$ cat src/rtl/servo_capture_pkg.sv
// Shared types, widths and default timing for the servo pulse capture block.
package servo_capture_pkg;

  localparam int unsigned HI_CNT_W = 10;
  localparam int unsigned TO_CNT_W = 14;
  localparam int unsigned CODE_W   = 8;

  // Defaults sized for a 100 MHz bus_clk
  localparam int unsigned DEF_TICK_CYCLES    = 392;
  localparam int unsigned DEF_OFFSET_TICKS   = 255;
  localparam int unsigned DEF_MIN_HIGH_TICKS = 64;
  localparam int unsigned DEF_MAX_HIGH_TICKS = 767;
  localparam int unsigned DEF_TIMEOUT_TICKS  = 12750;

  typedef enum logic [1:0] {
    WAIT_LOW = 2'd0,
    LOW      = 2'd1,
    HIGH     = 2'd2
  } cap_state_e;

  // High time in ticks -> servo width code, floored at the offset and clamped to 8 bits
  function automatic logic [CODE_W-1:0] ticks_to_code(
    input logic [HI_CNT_W-1:0] hi,
    input logic [HI_CNT_W-1:0] offset
  );
    logic [HI_CNT_W-1:0] diff;
    diff = '0;
    if (hi <= offset) begin
      return '0;
    end
    diff = hi - offset;
    if (diff >= HI_CNT_W'(255)) begin
      return '1;
    end
    return diff[CODE_W-1:0];
  endfunction

endpackage

$ cat src/rtl/servo_pwm_capture_sync.sv
// Two-flop synchronizer with a registered copy for rise/fall strobes.
module pulse_sync_edge #(
  parameter logic RESET_LEVEL = 1'b0
) (
  input  logic clk,
  input  logic rst,
  input  logic async_in,
  output logic level,
  output logic rise_c,
  output logic fall_c
);

  logic sync1_q, sync1_d;
  logic sync2_q, sync2_d;
  logic prev_q, prev_d;

  // Shift the pin through the synchronizer and the edge-detect stage
  always_comb begin
    sync1_d = async_in;
    sync2_d = sync1_q;
    prev_d  = sync2_q;
  end

  // Reset to RESET_LEVEL so a reset never fabricates an edge
  always_ff @(posedge clk or posedge rst) begin
    if (rst) begin
      sync1_q <= RESET_LEVEL;
      sync2_q <= RESET_LEVEL;
      prev_q  <= RESET_LEVEL;
    end else begin
      sync1_q <= sync1_d;
      sync2_q <= sync2_d;
      prev_q  <= prev_d;
    end
  end

  assign level  = sync2_q;
  assign rise_c = sync2_q & ~prev_q;
  assign fall_c = ~sync2_q & prev_q;

endmodule

$ cat src/rtl/servo_pwm_capture.sv
// Measures RC servo pulse high time and presents width codes on a read-stream interface.
module servo_pwm_capture
  import servo_capture_pkg::*;
#(
  parameter int unsigned TICK_CYCLES    = DEF_TICK_CYCLES,
  parameter int unsigned OFFSET_TICKS   = DEF_OFFSET_TICKS,
  parameter int unsigned MIN_HIGH_TICKS = DEF_MIN_HIGH_TICKS,
  parameter int unsigned MAX_HIGH_TICKS = DEF_MAX_HIGH_TICKS,
  parameter int unsigned TIMEOUT_TICKS  = DEF_TIMEOUT_TICKS
) (
  input  logic              clk,
  input  logic              rst,
  input  logic              pwm_in,
  input  logic              rden,
  output logic [CODE_W-1:0] dout,
  output logic              empty,
  output logic              overrun,
  input  logic              overrun_clr,
  output logic              glitch,
  output logic              present
);

  localparam int unsigned          PRESC_W    = (TICK_CYCLES > 1) ? $clog2(TICK_CYCLES) : 1;
  localparam logic [PRESC_W-1:0]   PRESC_LAST = PRESC_W'(TICK_CYCLES - 1);
  localparam logic [HI_CNT_W-1:0]  HI_MAX     = HI_CNT_W'(MAX_HIGH_TICKS);
  localparam logic [HI_CNT_W-1:0]  HI_SAT     = HI_CNT_W'(MAX_HIGH_TICKS + 1);
  localparam logic [HI_CNT_W-1:0]  HI_MIN     = HI_CNT_W'(MIN_HIGH_TICKS);
  localparam logic [HI_CNT_W-1:0]  HI_OFFSET  = HI_CNT_W'(OFFSET_TICKS);
  localparam logic [TO_CNT_W-1:0]  TO_LIMIT   = TO_CNT_W'(TIMEOUT_TICKS);
  localparam logic [TO_CNT_W-1:0]  TO_SAT     = '1;

  logic level, rise_c, fall_c;

  logic [PRESC_W-1:0]  presc_q, presc_d;
  logic                tick_c;
  cap_state_e          state_q, state_d;
  logic [HI_CNT_W-1:0] hi_cnt_q, hi_cnt_d;
  logic                stuck_c;
  logic                capture_c, reject_c, clr_hi_c, count_hi_c;
  logic [CODE_W-1:0]   code_c;
  logic                rd_ok_c, ovr_set_c;

  logic [CODE_W-1:0]   hold_q, hold_d;
  logic                pending_q, pending_d;
  logic [CODE_W-1:0]   dout_q, dout_d;
  logic                overrun_q, overrun_d;
  logic                glitch_q, glitch_d;
  logic [TO_CNT_W-1:0] to_cnt_q, to_cnt_d;
  logic                present_q, present_d;

  // Idle-high reset keeps a pin held high across reset from looking like a fresh rising edge
  pulse_sync_edge #(
    .RESET_LEVEL(1'b1)
  ) u_sync (
    .clk     (clk),
    .rst     (rst),
    .async_in(pwm_in),
    .level   (level),
    .rise_c  (rise_c),
    .fall_c  (fall_c)
  );

  assign tick_c  = (presc_q == PRESC_LAST);
  assign stuck_c = (hi_cnt_q > HI_MAX);
  assign code_c  = ticks_to_code(hi_cnt_q, HI_OFFSET);
  assign rd_ok_c = rden & pending_q;

  // Tick prescaler, re-phased on every rising edge so quantization is edge-aligned
  always_comb begin
    presc_d = presc_q + PRESC_W'(1);
    if (rise_c || tick_c) begin
      presc_d = '0;
    end
  end

  // FSM state register
  always_ff @(posedge clk or posedge rst) begin
    if (rst) begin
      state_q <= WAIT_LOW;
    end else begin
      state_q <= state_d;
    end
  end

  // FSM next state
  always_comb begin
    state_d = state_q;
    case (state_q)
      WAIT_LOW: if (!level) state_d = LOW;
      LOW:      if (rise_c) state_d = HIGH;
      HIGH: begin
        if (stuck_c) begin
          state_d = WAIT_LOW;
        end else if (fall_c) begin
          state_d = LOW;
        end
      end
      default:  state_d = WAIT_LOW;
    endcase
  end

  // FSM outputs: counter control and capture/reject strobes
  always_comb begin
    capture_c  = 1'b0;
    reject_c   = 1'b0;
    clr_hi_c   = 1'b0;
    count_hi_c = 1'b0;
    case (state_q)
      LOW: clr_hi_c = rise_c;
      HIGH: begin
        count_hi_c = tick_c;
        if (stuck_c) begin
          reject_c = 1'b1;
        end else if (fall_c) begin
          if (hi_cnt_q < HI_MIN) begin
            reject_c = 1'b1;
          end else begin
            capture_c = 1'b1;
          end
        end
      end
      default: ;
    endcase
  end

  // High-time counter, saturating one past the stuck limit
  always_comb begin
    hi_cnt_d = hi_cnt_q;
    if (clr_hi_c) begin
      hi_cnt_d = '0;
    end else if (count_hi_c && (hi_cnt_q != HI_SAT)) begin
      hi_cnt_d = hi_cnt_q + HI_CNT_W'(1);
    end
  end

  // Holding register, read port and sticky overrun
  always_comb begin
    hold_d    = hold_q;
    pending_d = pending_q;
    dout_d    = dout_q;
    overrun_d = overrun_q;
    ovr_set_c = 1'b0;
    if (rd_ok_c) begin
      dout_d    = hold_q;
      pending_d = 1'b0;
    end
    if (capture_c) begin
      hold_d    = code_c;
      pending_d = 1'b1;
      ovr_set_c = pending_q & ~rden;
    end
    if (overrun_clr) begin
      overrun_d = 1'b0;
    end
    if (ovr_set_c) begin
      overrun_d = 1'b1;
    end
  end

  assign glitch_d = reject_c;

  // Signal-presence watchdog; only accepted pulses refresh it
  always_comb begin
    to_cnt_d  = to_cnt_q;
    present_d = present_q;
    if (capture_c) begin
      to_cnt_d  = '0;
      present_d = 1'b1;
    end else begin
      if (tick_c && (to_cnt_q != TO_SAT)) begin
        to_cnt_d = to_cnt_q + TO_CNT_W'(1);
      end
      if (to_cnt_d >= TO_LIMIT) begin
        present_d = 1'b0;
      end
    end
  end

  // Datapath registers
  always_ff @(posedge clk or posedge rst) begin
    if (rst) begin
      presc_q   <= '0;
      hi_cnt_q  <= '0;
      hold_q    <= '0;
      pending_q <= 1'b0;
      dout_q    <= '0;
      overrun_q <= 1'b0;
      glitch_q  <= 1'b0;
      to_cnt_q  <= '0;
      present_q <= 1'b0;
    end else begin
      presc_q   <= presc_d;
      hi_cnt_q  <= hi_cnt_d;
      hold_q    <= hold_d;
      pending_q <= pending_d;
      dout_q    <= dout_d;
      overrun_q <= overrun_d;
      glitch_q  <= glitch_d;
      to_cnt_q  <= to_cnt_d;
      present_q <= present_d;
    end
  end

  assign dout    = dout_q;
  assign empty   = ~pending_q;
  assign overrun = overrun_q;
  assign glitch  = glitch_q;
  assign present = present_q;

endmodule

$ cat config.mk
export PLATFORM = sky130hd
export DESIGN_NAME = servo_pwm_capture
export DESIGN_NICKNAME = d
export VERILOG_FILES = /design/src/rtl/servo_capture_pkg.sv /design/src/rtl/servo_pwm_capture_sync.sv /design/src/rtl/servo_pwm_capture.sv
export SDC_FILE = /design/constraint.sdc
export NUM_CORES = 1
export LEC_CHECK = 0
export BUFFER_PORTS_ARGS = -buffer_cell sky130_fd_sc_hd__buf_2
export CORE_ASPECT_RATIO = 1.25
export CORE_MARGIN = 5
export CORE_UTILIZATION = 30
export CTS_CLUSTER_SIZE = 8
export DETAILED_ROUTE_END_ITERATION = 16
export PLACE_DENSITY_LB_ADDON = 0.05
export SETUP_SLACK_MARGIN = 0.3
export SLEW_MARGIN = 25
export SYNTH_ARGS = -nofsm -noshare
export SYNTH_HDL_FRONTEND = slang
export SYNTH_HIERARCHICAL = 1
export SYNTH_SLANG_ARGS = --single-unit
export TNS_END_PERCENT = 30
$ cat constraint.sdc
create_clock -name clk -period 2.4 [get_ports clk]
set_clock_uncertainty 0.15 [all_clocks]
set_input_delay 0.36 -clock clk [delete_from_list [all_inputs] [get_ports clk]]
set_output_delay 0.36 -clock clk [all_outputs]
set_load 0.05 [all_outputs]
Word-level counts from Yosys, hierarchy flattened
Index checks and enable logic that the tools add are counted.

Bits in registers: 58. Input port bits: 5. Output and inout bits: 12. Word-level logic and storage cells: 82.

Add/subtract/negate cells: 4. Order comparisons: 5. Equality and inequality tests: 8. Muxes and demuxes: 35. Bitwise logic cells: 8. Reduce and logical (&&, ||, !) cells: 9.

Operator list (count): $mux 14 (3); $mux 8 (4); $mux 1 (20); $mux 10 (2); $add 14x1->14 const B (1); $ge 14x14->1 const B (1); $ne 14x14->1 const B (1); $add 10x1->10 const B (1); $ge 10x8->1 const B (1); $gt 10x10->1 const B (1); $le 10x8->1 const B (1); $lt 10x7->1 const B (1); $ne 10x10->1 const B (1); $sub 10x8->10 const B (1); $add 9x1->9 const B (1); $eq 9x9->1 const B (1); $mux 9 (1); $mux 2 (4); $reduce_bool 2->1 (4); $pmux 2 s3 (1); $and 1x1->1 (4); $ne 2x2->1 const B (2); $not 1->1 (4); $ne 3x3->1 const B (1); 6 further kinds (7).

Longest topological paths before layout
Word-level depth: 9. Depth in mapped cells: 8.

Cells and area by module
Netlist, hierarchy kept.

Modules (own cells, without submodules): servo_pwm_capture (times used 1, cells an instance 302, area an instance 2982.9 µm²); pulse_sync_edge (times used 1, cells an instance 6, area an instance 97.6 µm²).

Least setup slack after synthesis
No wires, ideal clock.

Path type: flip-flop to flip-flop. Start: register presc_q[5]. End: register hi_cnt_q[9]. Arrival: 2.062 ns. Path slack: 0.069 ns. Cell stages (with the launch flop): 7. Buffers on the path: 0. Cell sequence: dfrtp_1 or4b_4 nor2_8 nand3_4 or4_4 xnor2_1 and2_1.

Cells in the longest elaborated chain, start to end: 4.

Ends and longest elaborated chain: from (decl) (line servo_pwm_capture.sv:34) `logic [PRESC_W-1:0] presc_q, presc_d;`; from (signal assigned) (line servo_pwm_capture.sv:192) `presc_q <= presc_d;`; $eq 9x9->1 (line servo_pwm_capture.sv:63) `assign tick_c = (presc_q == PRESC_LAST);`; $mux 1 (line servo_pwm_capture.sv:108) `case (state_q)`; $logic_and 1x1->1 (line servo_pwm_capture.sv:131) `end else if (count_hi_c && (hi_cnt_q != HI_SAT)) begin`; $reduce_bool 2->1 (no line); to (signal assigned) (line servo_pwm_capture.sv:193) `hi_cnt_q <= hi_cnt_d;`; to (decl) (line servo_pwm_capture.sv:37) `logic [HI_CNT_W-1:0] hi_cnt_q, hi_cnt_d;`.

No other way between the ends. A chain may end at the register's enable or synchronous reset.

Final worst setup path
Start: register presc_q[5]. End: register present_q, in the netlist present.

Cells in the longest elaborated chain, start to end: 6.

Ends and longest elaborated chain: $eq 9x9->1 (line servo_pwm_capture.sv:63); $logic_and 1x1->1 (line servo_pwm_capture.sv:170) `if (tick_c && (to_cnt_q != TO_SAT)) begin`; $mux 14 (line servo_pwm_capture.sv:170); $mux 14 (line servo_pwm_capture.sv:166) `if (capture_c) begin`; $ge 14x14->1 (line servo_pwm_capture.sv:173) `if (to_cnt_d >= TO_LIMIT) begin`; $reduce_bool 2->1 (no line); to (signal assigned) (line servo_pwm_capture.sv:200) `present_q <= present_d;`; to (decl) (line servo_pwm_capture.sv:49) `logic present_q, present_d;`.

No other way between the ends. The select of a mux whose other input is x is not followed.

==> out/qor.csv <==
metric,value,unit
status,finished clean,
hold_path.class,primary input to flop,
cts.path.max_buffers,2,
grt_usage,13.26,%
p_comb_share,5.6,%
synth_area_leaders,"dfrtp_1 (45%), xor2_1 (4.5%), xnor2_1 (3.7%)",
cp-startpoint,presc_q[5]$_DFF_PP0_,
layout_setup_ws,0.2049,ns
grt_overflow,0,
rsz0062_at_grt,true,
drtAntennaViolNets,0,
worstSetupEndpointType,flop,
yosysWarnings,6,
maxCapViolCount,0,
slew_headroom,66.77,%
synth_edf_count,0,
area_growth,33.10,%
yosysTopAreaCellShare,44.68,%
postSynthCellCount,308,
die_h,123.3,um
cts-htree-levels,3,
grt_pass1_vias,2554,
drv_slew,0,
seqCellArea,1459,um^2
multiInputGateArea,1687,um^2
crit_fanout,4,
post-dp-hpwl,5133,um
synth_seq_cells,58,
start_kind,flop,
synth_area,3080,um^2
die_x,100.6,um
synth_cell_types,57,
critPathMaxStageDelay,0.56,ns
p_sw,0.0006078,W
cp.required,2.46,ns
p_seq_share,42.8,%
port-buffer-count,16,
clk_pin_slew_worst_paths,0.06,ns
drt_iter0_markers,74,
hold_ws,0.06156,ns
tns,0,ns
drcViolationCount,0,
pwr-share-clk,51.6,%
power_density,611.3,nW/um^2
yosysTopAreaCell,dfrtp_1,
cp.arrival,2.26,ns
routed_via_density,4.906,
initial_core_util,30.64,%
max_freq,455.6,MHz
crit_chain,or4b_4 -> or4_4 -> a21oi_2 -> a211oi_1 -> o2bb2ai_1 -> a22oi_1,
syn_area_per_cell,10.00,um^2
setup_viol,0,
hold_viol,0,
grt_max_degree,36,
p_total,0.002506,W
reg2reg_setup_slack,0.20,ns
clkSinkCount,58,
place_congestion,0.7998,
async_flop_share,100.0,%
finalCritPeriodShare,91.46,%
r2r-start,presc_q[5]$_DFF_PP0_,
drt-pass1-iter-count,6,
cp-endpoint,present$_DFFE_PP0P_,
cts-root-buf,clkbuf_16,
num_vias,2453,
cpMaxStageDelayCell,or4b_4,
finalNetCount,376,
clock_latency,0.33,ns
wirelength,7413,um
wl_per_cell,14.83,um
synth_nets,318,
timing.final.crit_period,2.195,ns
cts_inserted_buffers,9,
dp_slack,0.07848,ns
cts_tree,done,
grt_pass1_wl,12720,um
core-area,10050,um^2
antenna_cells,0,
die_area,12410,um^2
ir_drop,0.0003204,V
synth_ff_type,dfrtp_1,
p_leak,1.891,nW
antenna_found_initial,0,
num_io_pins,17,
rows,41,
critPathKind,flop to flop,
worst_pin_slew,0.4977,ns
layout-drive-gt1-share,31.27,%
placed_cells,465,
fillCellCount,1017,
final_cells,500,
p_int,0.001899,W
yosysSeqAreaShare,47.24,%
r2r_cells,6,
rr_endpoint,present$_DFFE_PP0P_,
p_sw_share,24.25,%
-- logic make-up after synthesis --
group / after synthesis / synth area share (%)
fa+ha+maj: 5 / 2.031
mux: 10 / 3.574
buf+inv: 24 / 2.965
flops: 58 / 47.24
compound gates: 51 / 11.13
simple gates: 131 / 24.82
xor+xnor: 29 / 8.245
-- registers in the layout (all words and copies together) (netlist names) --
signal	flops
to_cnt_q	14
hi_cnt_q	10
presc_q	9
dout	8
hold_q	8
state_q	2
glitch	1
overrun	1
pending_q	1
present	1
u_sync/level	1
u_sync/prev_q	1
u_sync/sync1_q	1
-- cell usage after synthesis, drive strengths merged, types with 3 or more instances --
| cell type | count |
|---|---|
| dfrtp | 55 |
| nor2 | 26 |
| nand3 | 19 |
| nand2 | 18 |
| xor2 | 16 |
| o21ai | 14 |
| xnor2 | 13 |
| clkbuf | 12 |
| nor3 | 12 |
| inv | 11 |
| nand4 | 10 |
| a21oi | 9 |
| mux2 | 8 |
| a21o | 7 |
| and2 | 6 |
| and3 | 5 |
| ha | 5 |
| nor2b | 5 |
| nand3b | 4 |
| o31ai | 4 |
| or4 | 4 |
| and4 | 3 |
| dfstp | 3 |
| nand2b | 3 |
| nor3b | 3 |
| nor4 | 3 |
-- stage by stage --
step           cell area (um^2)  util (%)
2_1_floorplan              3104         -
4_1_cts                    3939     39.17
3_5_place_dp               3496     34.77
5_1_grt                    4100     40.78
3_3_place_gp               3496     34.77
6_report                   4100     40.78
-- routing by layer --
metal | routed length (um) | track usage [%] | share of wire (%) | up-vias
li1 | - | - | - | 1217
met1 | 3247 | 15.92 | 44 | 1189
met2 | 3784 | 21.71 | 51 | 30
met3 | 188 | 3.725 | 2.5 | 17
met4 | 192 | 6.487 | 2.6 | 0
met5 | 0 | 0 | 0 | -
-- power groups by stage --
stage | sequential (W) | combinational [W] | clock, W
6_report | 0.00107 | 0.000140 | 0.00129
5_1_grt | 0.00108 | 0.000162 | 0.00139
4_1_cts | 0.00107 | 0.000142 | 0.00134
3_5_place_dp | 0.00108 | 0.000137 | 0
3_3_place_gp | 0.00108 | 0.000133 | 0
2_1_floorplan | 0.00107 | 0.0000959 | 0
-- final cells by class --
| class | count | share of cell area, % |
|---|---|---|
| repair buffers | 60 | 10.92 |
| inverters | 11 | 1.007 |
| multi-input cells | 226 | 41.14 |
| flip-flops and latches | 58 | 35.58 |
| clock buffers | 9 | 5.493 |
| well taps | 129 | 3.937 |
| clock inverters | 7 | 1.922 |
-- worst min path at each step --
stage / start / slack, ns / cells after the start / end
floorplan: rst / 0.14 / 1 / u_sync/level$_DFF_PP1_
detailed placement: u_sync/sync1_q$_DFF_PP1_ / 0.20 / 0 / u_sync/level$_DFF_PP1_
global placement: u_sync/sync1_q$_DFF_PP1_ / 0.20 / 0 / u_sync/level$_DFF_PP1_
CTS: overrun_clr / 0.05 / 2 / overrun$_DFFE_PP0P_
global route: overrun_clr / 0.06 / 2 / overrun$_DFFE_PP0P_
finish: overrun_clr / 0.06 / 2 / overrun$_DFFE_PP0P_
-- worst max-delay path, delay by kind of cell, from the launching register on --
family           cells  cell delay, ns
AND/OR/NAND/NOR      2            1.08
flip-flops           1            0.41
AO/OA/AOI/OAI        4            0.43
-- cell usage in the layout (no fill, tap or decap), drive strengths merged, types with 8 or more instances in the layout --
cell type | synthesis | final
clkbuf | 12 | 9
nor3 | 12 | 12
dfrtp | 55 | 55
mux2 | 8 | 8
xor2 | 16 | 16
inv | 11 | 12
nor2 | 26 | 26
xnor2 | 13 | 13
nand3 | 19 | 19
nand2 | 18 | 18
nand4 | 10 | 10
a21oi | 9 | 9
buf | 1 | 58
o21ai | 14 | 14
-- what timing repair did --
| item | in CTS | in global routing |
|---|---|---|
| endpoints found under the setup margin | 20 | 26 |
| hold buffers | 2 | 0 |
| buffers inserted | 6 | 11 |
| hold endpoints to repair | 24 | 0 |
| pin swaps | 11 | 13 |
| resized for setup | 14 | 15 |
Note: power is estimated with default switching activity, not from simulation.
